### src/rtl/vga_rx_if.sv
// vga_rx_if: VGA pin bundle in, recovered pixel stream and status out.
// Latency: none; plain wires between the source and the receiver.
// Backpressure: none; VGA timing is free-running on both sides.
interface vga_rx_if #(
  parameter int H_TOTAL     = 800,
  parameter int V_TOTAL     = 525,
  parameter int COLORS      = 3,
  parameter int COLOR_DEPTH = 8
);
  localparam int XW = $clog2(H_TOTAL);
  localparam int YW = $clog2(V_TOTAL);

  // Pin side
  logic [COLOR_DEPTH-1:0]        vga_r;
  logic [COLOR_DEPTH-1:0]        vga_g;
  logic [COLOR_DEPTH-1:0]        vga_b;
  logic                          vga_hsync;
  logic                          vga_vsync;

  // Recovered stream and status
  logic [COLORS*COLOR_DEPTH-1:0] pixel_data;
  logic                          pixel_valid;
  logic [XW-1:0]                 pix_x;
  logic [YW-1:0]                 pix_y;
  logic                          line_start;
  logic                          frame_start;
  logic                          locked;
  logic                          sync_error;
  logic                          blank_error;

  // Source / capture side: drives the pins, observes the recovered stream
  modport master (
    output vga_r, vga_g, vga_b, vga_hsync, vga_vsync,
    input  pixel_data, pixel_valid, pix_x, pix_y,
    input  line_start, frame_start, locked, sync_error, blank_error
  );

  // Receiver side
  modport slave (
    input  vga_r, vga_g, vga_b, vga_hsync, vga_vsync,
    output pixel_data, pixel_valid, pix_x, pix_y,
    output line_start, frame_start, locked, sync_error, blank_error
  );
endinterface

### src/rtl/vga_rx.sv
// vga_rx: VGA receiver that recovers x/y from active-low sync edges and checks timing.
// Latency: pins -> outputs 2 clocks (S1 input register, then output register).
// Backpressure: none; one pixel per clock, the stream never stalls.
// Optional: define VGA_RX_BLANK_CHECK_EN to flag nonzero colour outside the active area.
module vga_rx #(
  parameter int H_DISPLAY   = 640,
  parameter int H_FRONT     = 16,
  parameter int H_SYNC      = 96,
  parameter int H_TOTAL     = 800,
  parameter int V_DISPLAY   = 480,
  parameter int V_FRONT     = 10,
  parameter int V_SYNC      = 2,
  parameter int V_TOTAL     = 525,
  parameter int COLORS      = 3,
  parameter int COLOR_DEPTH = 8
) (
  input  logic    clk_25mhz,
  input  logic    rst_n,
  vga_rx_if.slave vga
);

  localparam int XW = $clog2(H_TOTAL);
  localparam int YW = $clog2(V_TOTAL);
  localparam int CW = COLORS * COLOR_DEPTH;

  // Sync edge positions on the recovered raster
  localparam logic [XW-1:0] HS_FALL_X = XW'(H_DISPLAY + H_FRONT);
  localparam logic [XW-1:0] HS_RISE_X = XW'(H_DISPLAY + H_FRONT + H_SYNC);
  localparam logic [XW-1:0] X_LAST    = XW'(H_TOTAL - 1);
  localparam logic [XW-1:0] X_ACT     = XW'(H_DISPLAY);
  localparam logic [YW-1:0] VS_FALL_Y = YW'(V_DISPLAY + V_FRONT);
  localparam logic [YW-1:0] VS_RISE_Y = YW'(V_DISPLAY + V_FRONT + V_SYNC);
  localparam logic [YW-1:0] Y_LAST    = YW'(V_TOTAL - 1);
  localparam logic [YW-1:0] Y_ACT     = YW'(V_DISPLAY);

  typedef enum logic [1:0] {
    SEARCH = 2'd0,
    TRACK  = 2'd1,
    LOCKED = 2'd2
  } state_t;

  state_t state;
  state_t state_nxt;

  // S1 sample of the pins plus the previous S1 syncs for edge detection
  logic [CW-1:0] s1_rgb;
  logic          s1_hsync;
  logic          s1_vsync;
  logic          hsync_prev;
  logic          vsync_prev;
  logic          hs_fall;
  logic          hs_rise;
  logic          vs_fall;
  logic          vs_rise;

  // Position of the previous S1 sample, and of the current one
  logic [XW-1:0] x_cnt;
  logic [YW-1:0] y_cnt;
  logic [XW-1:0] x_pred;
  logic [XW-1:0] x_new;
  logic [YW-1:0] y_inc;
  logic [YW-1:0] y_new;
  logic          timing_bad;

  // Next values of the registered outputs
  logic          locked_nxt;
  logic          active_nxt;
  logic          valid_nxt;
  logic          line_nxt;
  logic          frame_nxt;
  logic          err_nxt;

  logic [CW-1:0] data_q;
  logic          valid_q;
  logic          line_q;
  logic          frame_q;
  logic          locked_q;
  logic          err_q;

  // Capture the pins; syncs idle high in reset so release shows no edge
  always_ff @(posedge clk_25mhz or negedge rst_n) begin
    if (!rst_n) begin
      s1_rgb     <= '0;
      s1_hsync   <= 1'b1;
      s1_vsync   <= 1'b1;
      hsync_prev <= 1'b1;
      vsync_prev <= 1'b1;
    end else begin
      s1_rgb     <= {vga.vga_r, vga.vga_g, vga.vga_b};
      s1_hsync   <= vga.vga_hsync;
      s1_vsync   <= vga.vga_vsync;
      hsync_prev <= s1_hsync;
      vsync_prev <= s1_vsync;
    end
  end

  assign hs_fall = hsync_prev & ~s1_hsync;
  assign hs_rise = ~hsync_prev & s1_hsync;
  assign vs_fall = vsync_prev & ~s1_vsync;
  assign vs_rise = ~vsync_prev & s1_vsync;

  // Position of the S1 sample: free-running prediction, hsync fall reloads x,
  // and in TRACK a vsync fall at x==0 reloads y. hsync load is applied first,
  // so a coincident vsync fall sees x!=0 and is ignored.
  always_comb begin
    x_pred = (x_cnt == X_LAST) ? '0 : x_cnt + 1'b1;
    y_inc  = (y_cnt == Y_LAST) ? '0 : y_cnt + 1'b1;
    x_new  = hs_fall ? HS_FALL_X : x_pred;
    if (state == TRACK && vs_fall && x_new == '0) begin
      y_new = VS_FALL_Y;
    end else if (x_new == '0) begin
      y_new = y_inc;
    end else begin
      y_new = y_cnt;
    end
  end

  // Any sync edge off its predicted position, or a missing hsync fall.
  // y_inc is the predicted line whenever x_pred is 0.
  always_comb begin
    timing_bad = (hs_fall != (x_pred == HS_FALL_X))
              || (hs_rise && x_pred != HS_RISE_X)
              || (vs_fall && !(x_pred == '0 && y_inc == VS_FALL_Y))
              || (vs_rise && !(x_pred == '0 && y_inc == VS_RISE_Y));
  end

  // State register
  always_ff @(posedge clk_25mhz or negedge rst_n) begin
    if (!rst_n) begin
      state <= SEARCH;
    end else begin
      state <= state_nxt;
    end
  end

  // Next state: hsync fall gets us tracking, an aligned vsync fall locks,
  // any timing violation while locked drops back to search
  always_comb begin
    state_nxt = state;
    unique case (state)
      SEARCH: if (hs_fall) state_nxt = TRACK;
      TRACK:  if (vs_fall && x_new == '0) state_nxt = LOCKED;
      LOCKED: if (timing_bad) state_nxt = SEARCH;
      default: state_nxt = SEARCH;
    endcase
  end

  // Output decode for the S1 sample, registered below alongside its pixel
  always_comb begin
    locked_nxt = (state_nxt == LOCKED);
    active_nxt = (x_new < X_ACT) && (y_new < Y_ACT);
    valid_nxt  = locked_nxt && active_nxt;
    line_nxt   = valid_nxt && (x_new == '0);
    frame_nxt  = line_nxt && (y_new == '0);
    err_nxt    = (state == LOCKED) && timing_bad;
  end

  // Output register stage and position counters
  always_ff @(posedge clk_25mhz or negedge rst_n) begin
    if (!rst_n) begin
      x_cnt    <= '0;
      y_cnt    <= '0;
      data_q   <= '0;
      valid_q  <= 1'b0;
      line_q   <= 1'b0;
      frame_q  <= 1'b0;
      locked_q <= 1'b0;
      err_q    <= 1'b0;
    end else begin
      x_cnt    <= x_new;
      y_cnt    <= y_new;
      data_q   <= s1_rgb;
      valid_q  <= valid_nxt;
      line_q   <= line_nxt;
      frame_q  <= frame_nxt;
      locked_q <= locked_nxt;
      err_q    <= err_nxt;
    end
  end

  assign vga.pixel_data  = data_q;
  assign vga.pixel_valid = valid_q;
  assign vga.pix_x       = x_cnt;
  assign vga.pix_y       = y_cnt;
  assign vga.line_start  = line_q;
  assign vga.frame_start = frame_q;
  assign vga.locked      = locked_q;
  assign vga.sync_error  = err_q;

`ifdef VGA_RX_BLANK_CHECK_EN
  logic blank_q;

  // Flag colour driven during blanking while locked; lock is not affected
  always_ff @(posedge clk_25mhz or negedge rst_n) begin
    if (!rst_n) begin
      blank_q <= 1'b0;
    end else begin
      blank_q <= locked_nxt && !active_nxt && (|s1_rgb);
    end
  end

  assign vga.blank_error = blank_q;
`else
  assign vga.blank_error = 1'b0;
`endif

endmodule

### src/flat_wrapper.sv
// flat-port wrapper written by rule: the top's interface ports become plain ports
module vga_rx_flat 
#(
  parameter int H_DISPLAY   = 640,
  parameter int H_FRONT     = 16,
  parameter int H_SYNC      = 96,
  parameter int H_TOTAL     = 800,
  parameter int V_DISPLAY   = 480,
  parameter int V_FRONT     = 10,
  parameter int V_SYNC      = 2,
  parameter int V_TOTAL     = 525,
  parameter int COLORS      = 3,
  parameter int COLOR_DEPTH = 8
)
  (clk_25mhz, rst_n, vga_vga_r, vga_vga_g, vga_vga_b, vga_vga_hsync, vga_vga_vsync, vga_pixel_data, vga_pixel_valid, vga_pix_x, vga_pix_y, vga_line_start, vga_frame_start, vga_locked, vga_sync_error, vga_blank_error);
  vga_rx_if #(.H_TOTAL(H_TOTAL), .V_TOTAL(V_TOTAL), .COLORS(COLORS), .COLOR_DEPTH(COLOR_DEPTH)) vga_i ();
  input  logic clk_25mhz;
  input  logic rst_n;
  input wire logic [$bits(vga_i.vga_r)-1:0] vga_vga_r;
  input wire logic [$bits(vga_i.vga_g)-1:0] vga_vga_g;
  input wire logic [$bits(vga_i.vga_b)-1:0] vga_vga_b;
  input wire logic [$bits(vga_i.vga_hsync)-1:0] vga_vga_hsync;
  input wire logic [$bits(vga_i.vga_vsync)-1:0] vga_vga_vsync;
  output wire logic [$bits(vga_i.pixel_data)-1:0] vga_pixel_data;
  output wire logic [$bits(vga_i.pixel_valid)-1:0] vga_pixel_valid;
  output wire logic [$bits(vga_i.pix_x)-1:0] vga_pix_x;
  output wire logic [$bits(vga_i.pix_y)-1:0] vga_pix_y;
  output wire logic [$bits(vga_i.line_start)-1:0] vga_line_start;
  output wire logic [$bits(vga_i.frame_start)-1:0] vga_frame_start;
  output wire logic [$bits(vga_i.locked)-1:0] vga_locked;
  output wire logic [$bits(vga_i.sync_error)-1:0] vga_sync_error;
  output wire logic [$bits(vga_i.blank_error)-1:0] vga_blank_error;
  assign vga_i.vga_r = vga_vga_r;
  assign vga_i.vga_g = vga_vga_g;
  assign vga_i.vga_b = vga_vga_b;
  assign vga_i.vga_hsync = vga_vga_hsync;
  assign vga_i.vga_vsync = vga_vga_vsync;
  assign vga_pixel_data = vga_i.pixel_data;
  assign vga_pixel_valid = vga_i.pixel_valid;
  assign vga_pix_x = vga_i.pix_x;
  assign vga_pix_y = vga_i.pix_y;
  assign vga_line_start = vga_i.line_start;
  assign vga_frame_start = vga_i.frame_start;
  assign vga_locked = vga_i.locked;
  assign vga_sync_error = vga_i.sync_error;
  assign vga_blank_error = vga_i.blank_error;
  vga_rx #(.H_DISPLAY(H_DISPLAY), .H_FRONT(H_FRONT), .H_SYNC(H_SYNC), .H_TOTAL(H_TOTAL), .V_DISPLAY(V_DISPLAY), .V_FRONT(V_FRONT), .V_SYNC(V_SYNC), .V_TOTAL(V_TOTAL), .COLORS(COLORS), .COLOR_DEPTH(COLOR_DEPTH)) u_core (.clk_25mhz(clk_25mhz), .rst_n(rst_n), .vga(vga_i));
endmodule
### config.mk
export PLATFORM = sky130hd
export DESIGN_NAME = vga_rx_flat
export DESIGN_NICKNAME = d
export VERILOG_FILES = /design/src/rtl/vga_rx_if.sv /design/src/rtl/vga_rx.sv /design/src/flat_wrapper.sv
export SDC_FILE = /design/constraint.sdc
export NUM_CORES = 1
export LEC_CHECK = 0
export BUFFER_PORTS_ARGS = -buffer_cell sky130_fd_sc_hd__buf_4
export CAP_MARGIN = 20
export CORE_MARGIN = 2
export CORE_UTILIZATION = 48
export DETAILED_ROUTE_END_ITERATION = 6
export GPL_ROUTABILITY_DRIVEN = 0
export PLACE_DENSITY = 0.79
export SKIP_CTS_REPAIR_TIMING = 1
export SLEW_MARGIN = 10
export SYNTH_ARGS = -nofsm -noshare
export SYNTH_HDL_FRONTEND = slang
export SYNTH_SLANG_ARGS = --single-unit
### constraint.sdc
create_clock -name clk_25mhz -period 2.9 [get_ports clk_25mhz]
set_input_delay 0.145 -clock clk_25mhz [delete_from_list [all_inputs] [get_ports clk_25mhz]]
set_output_delay 0.145 -clock clk_25mhz [all_outputs]
set_load 0.1 [all_outputs]
==> flow_summary.html <==
<table>
<tr><th>Metric</th><th>Value</th></tr>
<tr><th colspan="2">Routing</th></tr>
<tr><td>Final wirelength</td><td>7.613 mm</td></tr>
<tr><td>Average routed wire per standard cell</td><td>15.26 microns</td></tr>
<tr><td>Via count of the routed design</td><td>2,611</td></tr>
<tr><td>Violation count after the first detailed-route iteration</td><td>230</td></tr>
<tr><td>Post-detailed-route DRC marker count</td><td>0</td></tr>
<tr><td>Detailed-router iteration count before antenna repair</td><td>4</td></tr>
<tr><td>Vias per std cell</td><td>5.232</td></tr>
<tr><td>Count of nets left with antenna violations after detail routing</td><td>0</td></tr>
<tr><th colspan="2">Floorplanning</th></tr>
<tr><td>Count of standard-cell rows</td><td>30</td></tr>
<tr><td>Initial Util</td><td>49.54%</td></tr>
<tr><td>Height of the die</td><td>87.74 microns</td></tr>
<tr><td>Die boundary width</td><td>87.74 microns</td></tr>
<tr><td>Total Die Area</td><td>7697 sq um</td></tr>
<tr><td>Count of boundary I/O pins</td><td>78</td></tr>
<tr><td>Area of the core region</td><td>6794 sq um</td></tr>
<tr><th colspan="2">Synth</th></tr>
<tr><td>Biggest area consumer among synthesized cells</td><td>sky130_fd_sc_hd__dfrtp_1</td></tr>
<tr><td>Count of synthesis-stage warnings from yosys</td><td>0</td></tr>
<tr><td>FFs w/ async S/R, synth</td><td>100.0%</td></tr>
<tr><td>Share of synthesized area occupied by flip-flops and latches</td><td>58.88%</td></tr>
<tr><td>Mapped cell area</td><td>3366 sq um</td></tr>
<tr><td>Mapped Cells</td><td>290</td></tr>
<tr><td>Cell with the most instances after synthesis</td><td>sky130_fd_sc_hd__dfrtp_1</td></tr>
<tr><td>Post-synth EDFFs</td><td>0</td></tr>
<tr><td>Ys flop type</td><td>sky130_fd_sc_hd__dfrtp_1</td></tr>
<tr><td>Average footprint of a synthesized cell</td><td>11.61 sq um</td></tr>
<tr><td>Number of storage elements in the synthesis netlist</td><td>79</td></tr>
<tr><td>Cell variety after synth</td><td>59</td></tr>
<tr><td>Leading cell types by total area after synthesis</td><td>sky130_fd_sc_hd__dfrtp_1 56%, sky130_fd_sc_hd__dfstp_2 3.1%, sky130_fd_sc_hd__nand2_1 2.8%, sky130_fd_sc_hd__xnor2_1 2.6%, sky130_fd_sc_hd__nor2_1 1.9%</td></tr>
<tr><td>Top-area cell type share of the netlist area</td><td>55.76%</td></tr>
<tr><td>Synth top cells by count</td><td>75 x sky130_fd_sc_hd__dfrtp_1, 25 x sky130_fd_sc_hd__nand2_1, 17 x sky130_fd_sc_hd__nor2_1</td></tr>
<tr><td>Net count of the mapped netlist</td><td>321</td></tr>
<tr><th colspan="2">CTS</th></tr>
<tr><td>CTS clock-pin slew for the worst setup and hold paths</td><td>0.09 ns</td></tr>
<tr><td>Clk_lat worst skew</td><td>0.34 ns</td></tr>
<tr><td>Buffer cell driving the clock tree root</td><td>sky130_fd_sc_hd__clkbuf_8</td></tr>
<tr><td>Number of H-tree levels</td><td>3</td></tr>
<tr><td>Number of buffers created by CTS</td><td>9</td></tr>
<tr><td>Clock tree from TritonCTS</td><td>done</td></tr>
<tr><td>CTS sink count</td><td>79</td></tr>
<tr><td>Clock tree buffer depth</td><td>2</td></tr>
<tr><th colspan="2">Worst setup path</th></tr>
<tr><td>Req. time, crit path</td><td>3.11 ns</td></tr>
<tr><td>Slowest stage cell on the critical path</td><td>sky130_fd_sc_hd__or4_4</td></tr>
<tr><td>Kind of start point of the critical path</td><td>flop</td></tr>
<tr><td>Worst setup path start</td><td>u_core.vga.pix_x[0]</td></tr>
<tr><td>Crit path to</td><td>u_core.vga.line_start</td></tr>
<tr><td>Register-to-register setup slack</td><td>0.13 ns</td></tr>
<tr><td>Worst reg2reg path depth</td><td>9</td></tr>
<tr><td>Cell breakdown of the critical path</td><td>ha_4, nand3_2, or4_4, a211o_1, nor4_4, and2_2, nand3_2, o311ai_2, nor4b_2</td></tr>
<tr><td>Dominant cell type by count on the critical path</td><td>sky130_fd_sc_hd__nand3_2</td></tr>
<tr><td>WS Path Type</td><td>reg2reg</td></tr>
<tr><td>Worst reg2reg path endpoint</td><td>u_core.vga.line_start</td></tr>
<tr><td>Arrival time worst endpoint</td><td>2.99 ns</td></tr>
<tr><td>Maximum cell stage delay along the critical path</td><td>0.51 ns</td></tr>
<tr><td>Setup crit end kind</td><td>flop</td></tr>
<tr><td>Reg-to-Reg Start</td><td>u_core.vga.pix_x[0]</td></tr>
<tr><td>Crit-path max FO</td><td>9</td></tr>
<tr><th colspan="2">Timing</th></tr>
<tr><td>Final hold vios</td><td>75</td></tr>
<tr><td>Fin crit period</td><td>2.771 ns</td></tr>
<tr><td>Worst clock skew</td><td>0.01183 ns</td></tr>
<tr><td>Final TNS setup</td><td>0 ns</td></tr>
<tr><td>Number of setup violations in the final report</td><td>0</td></tr>
<tr><td>Final worst-path cycle share</td><td>95.55%</td></tr>
<tr><td>Least-Margin Pin Slew</td><td>0.9257 ns</td></tr>
<tr><td>Max_slew headroom</td><td>38.29%</td></tr>
<tr><td>Hold Worst Slack</td><td>-0.07028 ns</td></tr>
<tr><td>Number of pins exceeding their max-slew limit in the final report</td><td>0</td></tr>
<tr><td>Maximum clock rate</td><td>360.9 MHz</td></tr>
<tr><th colspan="2">Finish</th></tr>
<tr><td>Fraction of layout cells with a size suffix above 1</td><td>37.22%</td></tr>
<tr><td>Filler cell count in the final layout</td><td>463</td></tr>
<tr><td>Area delta synth-&gt;final</td><td>36.84%</td></tr>
<tr><td>Area of the multi-input gates</td><td>1313 sq um</td></tr>
<tr><td>Reg area</td><td>2026 sq um</td></tr>
<tr><td>Total Nets Final</td><td>429</td></tr>
<tr><td>Antenna cells</td><td>0</td></tr>
<tr><th colspan="2">Power</th></tr>
<tr><td>Pwr/cell area</td><td>567.5 nW/um^2</td></tr>
<tr><td>Leakage power</td><td>1.965 nW</td></tr>
<tr><td>Worst IR Drop VDD</td><td>0.3673 mV</td></tr>
<tr><th colspan="2">Status</th></tr>
<tr><td>Result of the run</td><td>finished, violations left</td></tr>
<tr><td>Violated checks</td><td>negative hold slack</td></tr>
<tr><th colspan="2">Global route</th></tr>
<tr><td>Wire length of the first global-routing pass</td><td>11.63 mm</td></tr>
<tr><td>Maximum number of pins on one net before global-route repair</td><td>80</td></tr>
<tr><td>Combined global-route utilization of all metal layers</td><td>19.46%</td></tr>
<tr><td>Leftover overflow at the end of global routing</td><td>0</td></tr>
<tr><td>Vias in the first global route</td><td>2,454</td></tr>
<tr><td>Initial antenna violation count</td><td>0</td></tr>
<tr><th colspan="2">Place</th></tr>
<tr><td>Count of input and output buffers</td><td>76</td></tr>
<tr><td>Dpl hpwl</td><td>4.938 mm</td></tr>
<tr><th colspan="2">Run</th></tr>
<tr><td>Number of max-cap violations</td><td>0</td></tr>
<tr><th colspan="2">Worst hold path</th></tr>
<tr><td>Class of the worst hold path</td><td>in2async</td></tr>
</table>
## registers in the layout, indices dropped and copies added (netlist names)
signal                  count
u_core.s1_rgb              24
u_core.vga.pixel_data      24
u_core.vga.pix_x           10
u_core.vga.pix_y           10
u_core.state                2
u_core.hsync_prev           1
u_core.s1_hsync             1
u_core.s1_vsync             1
u_core.vga.frame_start      1
u_core.vga.line_start       1
u_core.vga.locked           1
u_core.vga.pixel_valid      1
u_core.vga.sync_error       1
u_core.vsync_prev           1
## area by class of cell
class	count	area share [%]
Tap cell	96	2.608
Multi-Input combinational cell	185	28.50
Clock inverter	6	1.114
Sequential cell	79	43.98
Inverter	8	0.6520
Clock buffer	10	2.988
Timing Repair Buffer	115	20.16
## worst min path at each step
stage             startpoint                   endpoint  depth (start not counted)
3_5_place_dp   vga_vga_hsync            u_core.s1_hsync                          1
4_1_cts         vga_vga_g[4]          u_core.s1_rgb[12]                          1
2_1_floorplan          rst_n           u_core.s1_rgb[0]                          0
3_3_place_gp   vga_vga_hsync            u_core.s1_hsync                          1
5_1_grt                rst_n  u_core.vga.pixel_data[18]                          1
6_report               rst_n   u_core.vga.pixel_data[7]                          1
## critical path, delay by kind of cell (launching register included)
family                   cells  cell delay (ns)
adder cells (fa/ha/maj)      1             0.19
flip-flops                   1             0.49
AO/OA/AOI/OAI                2             0.65
AND/OR/NAND/NOR              6             1.30
## logic make-up (layout without fill, tap and decap cells)
logic type	after synthesis	in the layout	share of synthesized area, %
AND/OR/NAND/NOR	109	109	19.48
flip-flops	79	79	58.88
AO/OA/AOI/OAI	57	57	12.71
buffers and inverters	26	139	3.792
XOR/XNOR	15	15	3.903
adder cells (fa/ha/maj)	3	3	1.115
other	1	1	0.1114
## layer usage
metal  vias up  track usage, %  share of wire, %
met4         0           8.112               1.5
met1      1249           26.20                41
met5         -               0                 0
met3        10           6.598               7.3
li1       1260               -                 -
met2        92           29.06                50
## cells in the final DEF (no fill, tap or decap), types with 3 or more instances in the layout
cell type                       netlist  routed
sky130_fd_sc_hd__a211oi_1             4       4
sky130_fd_sc_hd__a21oi_1              8       8
sky130_fd_sc_hd__a31oi_1              5       5
sky130_fd_sc_hd__and2_1               4       3
sky130_fd_sc_hd__and3_1               5       5
sky130_fd_sc_hd__buf_4                3      89
sky130_fd_sc_hd__clkbuf_8             0      10
sky130_fd_sc_hd__clkinvlp_4           0       3
sky130_fd_sc_hd__dfrtp_1             75      56
sky130_fd_sc_hd__dfrtp_2              0      11
sky130_fd_sc_hd__dfrtp_4              0       8
sky130_fd_sc_hd__dfstp_2              4       4
sky130_fd_sc_hd__dlygate4sd3_1        0      26
sky130_fd_sc_hd__inv_1                8       8
sky130_fd_sc_hd__nand2_1             25      24
sky130_fd_sc_hd__nand2b_1             6       6
sky130_fd_sc_hd__nand3_1             10      10
sky130_fd_sc_hd__nand3b_1             3       3
sky130_fd_sc_hd__nand4_1              4       4
sky130_fd_sc_hd__nor2_1              17      17
sky130_fd_sc_hd__nor3_1               7       7
sky130_fd_sc_hd__nor3b_1              3       3
sky130_fd_sc_hd__nor4_2               0       3
sky130_fd_sc_hd__nor4_4               3       3
sky130_fd_sc_hd__nor4b_1              3       3
sky130_fd_sc_hd__o2111ai_1            3       3
sky130_fd_sc_hd__o21ai_0              7       7
sky130_fd_sc_hd__o21ai_1              5       5
sky130_fd_sc_hd__o31ai_1              5       5
sky130_fd_sc_hd__or3_1                3       3
sky130_fd_sc_hd__xnor2_1             10      10
sky130_fd_sc_hd__xor2_1               5       5
## power by group
group | switching [W] | internal (W)
logic | 0.000427 | 0.000168
clock network | 0.000425 | 0.000346
registers | 0.0000778 | 0.00117
## per-stage QoR
stage	worst slack [ns]	cell area (sq um)	util, %	total power, W	instances
floorplan	0.003447	3425	-	0.001680	290
global placement	0.1454	4105	60.42	0.001816	456
detailed placement	0.04430	4105	60.42	0.001826	456
CTS	0.002329	4294	63.20	0.002597	472
global route	-0.000008438	4606	67.79	0.002735	499
finish	0.1290	4606	67.79	0.002614	499
Power figures use the tool's default switching activity.
